$ cat config.mk
export PLATFORM = sky130hd
export DESIGN_NAME = dlfloat16_round_arb
export DESIGN_NICKNAME = d
export VERILOG_FILES = /design/src/rtl/dlfloat16_round_arb.sv
export SDC_FILE = /design/constraint.sdc
export NUM_CORES = 1
export LEC_CHECK = 0
export ABC_AREA = 1
export CAP_MARGIN = 25
export CORE_MARGIN = 2
export CORE_UTILIZATION = 55
export DETAILED_ROUTE_END_ITERATION = 8
export DONT_BUFFER_PORTS = 1
export PLACE_DENSITY = 0.73
export SYNTH_ARGS = -nofsm -noshare
export SYNTH_HDL_FRONTEND = slang
export SYNTH_SLANG_ARGS = --single-unit
$ cat constraint.sdc
create_clock -name clk -period 1.5 [get_ports clk]
set_input_delay 0.3 -clock clk [delete_from_list [all_inputs] [get_ports clk]]
set_output_delay 0.3 -clock clk [all_outputs]
set_load 0.01 [all_outputs]
$ cat src/rtl/dlfloat16_round_arb.sv
// Arbitrates NREQ requesters onto one registered DLFloat16 rounding unit, one op in flight.
// Optional build macro DLF_RND_ARB_FIXED_PRIO_EN: lowest valid index always wins (no round-robin state).
module dlfloat16_round_arb #(
    parameter int NREQ = 3,
    parameter int CNTW = 16
) (
    input  logic              clk,
    input  logic              rst_n,
    input  logic [NREQ-1:0]   req_valid,
    output logic [NREQ-1:0]   req_ready,
    input  logic [NREQ*20-1:0] req_data,
    input  logic [NREQ*3-1:0] req_rm,
    output logic [19:0]       rnd_in,
    output logic [2:0]        rnd_rm,
    input  logic [31:0]       rnd_out,
    output logic              rsp_valid,
    input  logic              rsp_ready,
    output logic [15:0]       rsp_data,
    output logic [2:0]        rsp_id,
    output logic              rsp_inv_rm,
    output logic              busy,
    output logic [CNTW-1:0]   op_cnt
);

    // state | meaning
    // IDLE  | arbitrating, req_ready carries the one-hot winner
    // ISSUE | op registers drive the rounding unit, which registers on exit
    // WAIT  | rounding result appears on rnd_out, captured on exit
    // RESP  | response held until rsp_ready
    typedef enum logic [1:0] {S_IDLE, S_ISSUE, S_WAIT, S_RESP} state_e;

    state_e          state_q;
    logic [19:0]     op_data_q;
    logic [2:0]      op_rm_q;
    logic            op_inv_q;
    logic [2:0]      op_id_q;
    logic [15:0]     rsp_data_q;
    logic [CNTW-1:0] op_cnt_q;

    logic [NREQ-1:0] grant;
    logic            win_found;
    logic [2:0]      win_id;
    logic [19:0]     win_data;
    logic [2:0]      win_rm;

`ifdef DLF_RND_ARB_FIXED_PRIO_EN
    always_comb begin
        grant     = '0;
        win_found = 1'b0;
        win_id    = '0;
        win_data  = '0;
        win_rm    = '0;
        for (int i = 0; i < NREQ; i++) begin
            if (!win_found && req_valid[i]) begin
                grant[i]  = 1'b1;
                win_found = 1'b1;
                win_id    = 3'(i);
                win_data  = req_data[i*20 +: 20];
                win_rm    = req_rm[i*3 +: 3];
            end
        end
    end
`else
    logic [2:0] last_grant_q;

    // Two passes: indices above last_grant first, then wrap around to the rest.
    always_comb begin
        grant     = '0;
        win_found = 1'b0;
        win_id    = '0;
        win_data  = '0;
        win_rm    = '0;
        for (int i = 0; i < NREQ; i++) begin
            if (!win_found && req_valid[i] && (3'(i) > last_grant_q)) begin
                grant[i]  = 1'b1;
                win_found = 1'b1;
                win_id    = 3'(i);
                win_data  = req_data[i*20 +: 20];
                win_rm    = req_rm[i*3 +: 3];
            end
        end
        for (int i = 0; i < NREQ; i++) begin
            if (!win_found && req_valid[i] && (3'(i) <= last_grant_q)) begin
                grant[i]  = 1'b1;
                win_found = 1'b1;
                win_id    = 3'(i);
                win_data  = req_data[i*20 +: 20];
                win_rm    = req_rm[i*3 +: 3];
            end
        end
    end
`endif

    always_ff @(posedge clk or negedge rst_n) begin
        if (!rst_n) begin
            state_q    <= S_IDLE;
            op_data_q  <= '0;
            op_rm_q    <= '0;
            op_inv_q   <= 1'b0;
            op_id_q    <= '0;
            rsp_data_q <= '0;
            op_cnt_q   <= '0;
`ifndef DLF_RND_ARB_FIXED_PRIO_EN
            last_grant_q <= 3'(NREQ - 1);
`endif
        end else begin
            case (state_q)
                S_IDLE: begin
                    if (win_found) begin
                        op_data_q <= win_data;
                        op_inv_q  <= (win_rm > 3'b011);
                        op_rm_q   <= (win_rm > 3'b011) ? 3'b000 : win_rm;
                        op_id_q   <= win_id;
`ifndef DLF_RND_ARB_FIXED_PRIO_EN
                        last_grant_q <= win_id;
`endif
                        state_q   <= S_ISSUE;
                    end
                end
                S_ISSUE: state_q <= S_WAIT;
                S_WAIT: begin
                    rsp_data_q <= rnd_out[15:0];
                    state_q    <= S_RESP;
                end
                S_RESP: begin
                    if (rsp_ready) begin
                        op_cnt_q <= op_cnt_q + CNTW'(1);
                        state_q  <= S_IDLE;
                    end
                end
                default: state_q <= S_IDLE;
            endcase
        end
    end

    // Grant is combinational from req_valid but must stay quiet while reset is held.
    assign req_ready  = (rst_n && state_q == S_IDLE) ? grant : '0;
    assign rnd_in     = op_data_q;
    assign rnd_rm     = op_rm_q;
    assign rsp_valid  = (state_q == S_RESP);
    assign rsp_data   = rsp_data_q;
    assign rsp_id     = op_id_q;
    assign rsp_inv_rm = op_inv_q;
    assign busy       = (state_q != S_IDLE);
    assign op_cnt     = op_cnt_q;

    logic unused_rnd_hi;
    assign unused_rnd_hi = ^rnd_out[31:16];

endmodule

==> impl_results.md <==
- Area of the core: 0.00624 mm2
- Final setup TNS: -9980 ps
- Synth top area share: 42.8%
- Dpl cell area: between 0.003 and 0.004 mm2
- Most common cell in the netlist: nand2_1
- Setup WS post-layout: -370 ps
- Crit Path Category: register to register
- Synth top cells by count: 180 x nand2_1, 60 x dfrtp_1, 58 x nand3_1
- Synth area leader: dfrtp_1
- Failing checks: negative hold slack, negative setup slack
- RSZ-0062 raised after global routing: true
- Slew Viols, Final: 0
- Worst Path Arrival: 2150 ps
- Pre-antenna DRT Iters: 5
- Nets: 649
- Site row count: 29
- Asr flop ratio synth: 100%
- H-tree Lvls: 3
- # setup viols final: 36
- Fmax: 0.535 GHz
- Final Hold Viols: 61
- Sequential share of the synthesized area: between 40% and 50%
- Post-DP HPWL: around 6.7 mm
- Clock Root Buffer: clkbuf_8
- Place WS: -106 ps
- Ys Warns: 0
- Synth unique cells: 29
- Startpoint Class: register
- PwrDens: 1950 mW/mm2
- Grt total ovfl: 0
- Vias: 3509
- CTS tree: built
- Status: finished, violations left
- Synth Area per Inst: 7.40 um2
- Crit path max fanout: 5
- Static leakage: 0.00243 uW
- GRT Util Overall: 29.7%
- Fin Hold WS: -361 ps
- Hold Path Class: input pin to async pin
- Antenna Cells: 0
- Largest net degree at the start of global routing: between 60 and 70
- Finished Core Util: ~77%
- DRT iter0 DRCs: 207
- Initial antenna violation count: 0
- Post-placement cell count: 577
- Post-synth EDFFs: 0
- Clock sink total: 61
- Die Footprint: 0.00703 mm2
- Max_cap viols: 0
- Main synth FF type: dfrtp_1
- Via density: 5.66
- Clock-pin transition on the worst setup and hold timing paths: 80 ps
- Synthesized cell area: 0.00351 mm2
- Total CTS buffers: 9
- I/O pin cnt: approximately 170
- Syn Inst Count: 474
- Post-route cell area: approximately 0.0048 mm2
- Layout Skew: 16.7 ps
- Syn-to-layout area delta: 36.8%
- Tmin final: 1870 ps
- Starting Density: 56.2%
- Worst EP required: 1780 ps
- Non-Filler Instances: 620
- Global placer's final weighted congestion: ~0.8
- Period Utilization, post-route: 125%
- Share of post-route cells with drive strength above 1: 31.5%
- Maximum VDD drop: approximately 1.3 mV
- Post-route ant nets: 0
- # port buffers: 0
- Yosys reg bits: 61
- Total routed wirelength: about 11 mm
- Wire per inst: 17.0 um
- CP Capture Type: register
- CTS Buffer Depth: 2
- Syn Nets: 585
- Global-route wire length before repair: 16.6 mm
- Vias in the first global route: 3445
- DRC errors left: 0
- Worst skew pair latency: roughly 350 ps
- Die height: 83.9 um
- Synth area leaders: dfrtp_1 43%, nand2_1 19%, nand3_1 8.3%, mux2_2 5.1%, nor2_1 4.0%
- Chip width: 83.9 um
-- cell usage in the layout (no fill, tap or decap), types with 13 or more instances in the layout --
cell | synthesis | routed
nor2_1 | 37 | 30
nand2_2 | 1 | 18
nand4_1 | 13 | 13
inv_1 | 36 | 30
dfrtp_1 | 60 | 57
nand2_1 | 180 | 155
mux2_2 | 16 | 16
nand3_1 | 58 | 54
buf_4 | 4 | 36
buf_6 | 2 | 23
-- metal layers --
layer / up-vias / global-route usage (%) / share of wire, % / wire length (um)
met3: 27 / 8.61 / 9.2 / 968
met4: 0 / 9.97 / 2.8 / 292
met5: - / 0 / 0 / 0
li1: 1645 / - / - / -
met1: 1648 / 38.5 / 40 / 4180
met2: 189 / 48.1 / 48 / 5120
-- state kept, by name (all words and copies together), names as in the netlist --
name	cells
rnd_in	20
op_cnt	16
rsp_data	16
rnd_rm	3
rsp_id	2
state_q	2
last_grant_q	1
rsp_inv_rm	1
-- final timing paths --
check                                            start                          end  cells past startpoint  slack, ps
max                        last_grant_q[1]$_DFFE_PN1P_        rnd_in[0]$_DFFE_PN0P_                     10       -370
min                                              rst_n        rsp_id[0]$_DFFE_PN0P_                      0       -360
max reg2reg                last_grant_q[1]$_DFFE_PN1P_        rnd_in[0]$_DFFE_PN0P_                     10       -370
min reg2reg                     op_cnt[10]$_DFFE_PN0P_       op_cnt[10]$_DFFE_PN0P_                      1        530
max in group asynchronous                        rst_n  last_grant_q[1]$_DFFE_PN1P_                      0       1650
min in group clk                           rnd_out[14]     rsp_data[14]$_DFFE_PN0P_                      1        100
-- cells by family after synthesis --
logic type               Yosys count  synth area share, %
AND/OR/NAND/NOR                  297                 35.6
flip-flops                        61                 43.5
buffers and inverters             61                 7.85
AO/OA/AOI/OAI                     22                 3.32
multiplexers                      16                 5.14
XOR/XNOR                          12                 3.00
adder cells (fa/ha/maj)            4                 1.43
other                              1                0.107
-- critical path, cell delays in order (launching register included) --
cell     delay [ps]
dfstp_2         600
nor2_4           70
nand2_4          90
nand4_1         180
o21ai_4         260
buf_12          140
buf_12          110
buf_12          120
buf_12          130
nand2_2          40
nand2_1          70
-- through the flow --
step / power, uW / hold slack (ps)
CTS: 8830 / -366
global placement: 6090 / 5.67
detailed placement: 6250 / 5.65
floorplan: 5170 / 4.41
global route: 10000 / -383
finish: 9380 / -361
-- what timing repair did --
item,CTS,global route
buffers inserted,26,9
cloned,4,1
gates resized for setup,54,72
endpoints found under the setup margin,37,59
endpoints found under the hold margin,61,61
pin swaps,14,38
-- area by class of cell --
class	count	area (um2)
multi-input cells	352	1990
fillers	439	1440
flip-flops and latches	61	1530
well taps	77	96.3
inverters	40	186
repair buffers	73	812
clock inverters	7	51.3
clock buffers	9	124
repair inverters	1	11.3
-- power breakdown --
part,total (uW),switching (uW),internal [uW]
Clock,1320,715,604
Combinational,4920,2480,2440
Sequential,3140,803,2330
(Power assumes the default switching activity.)
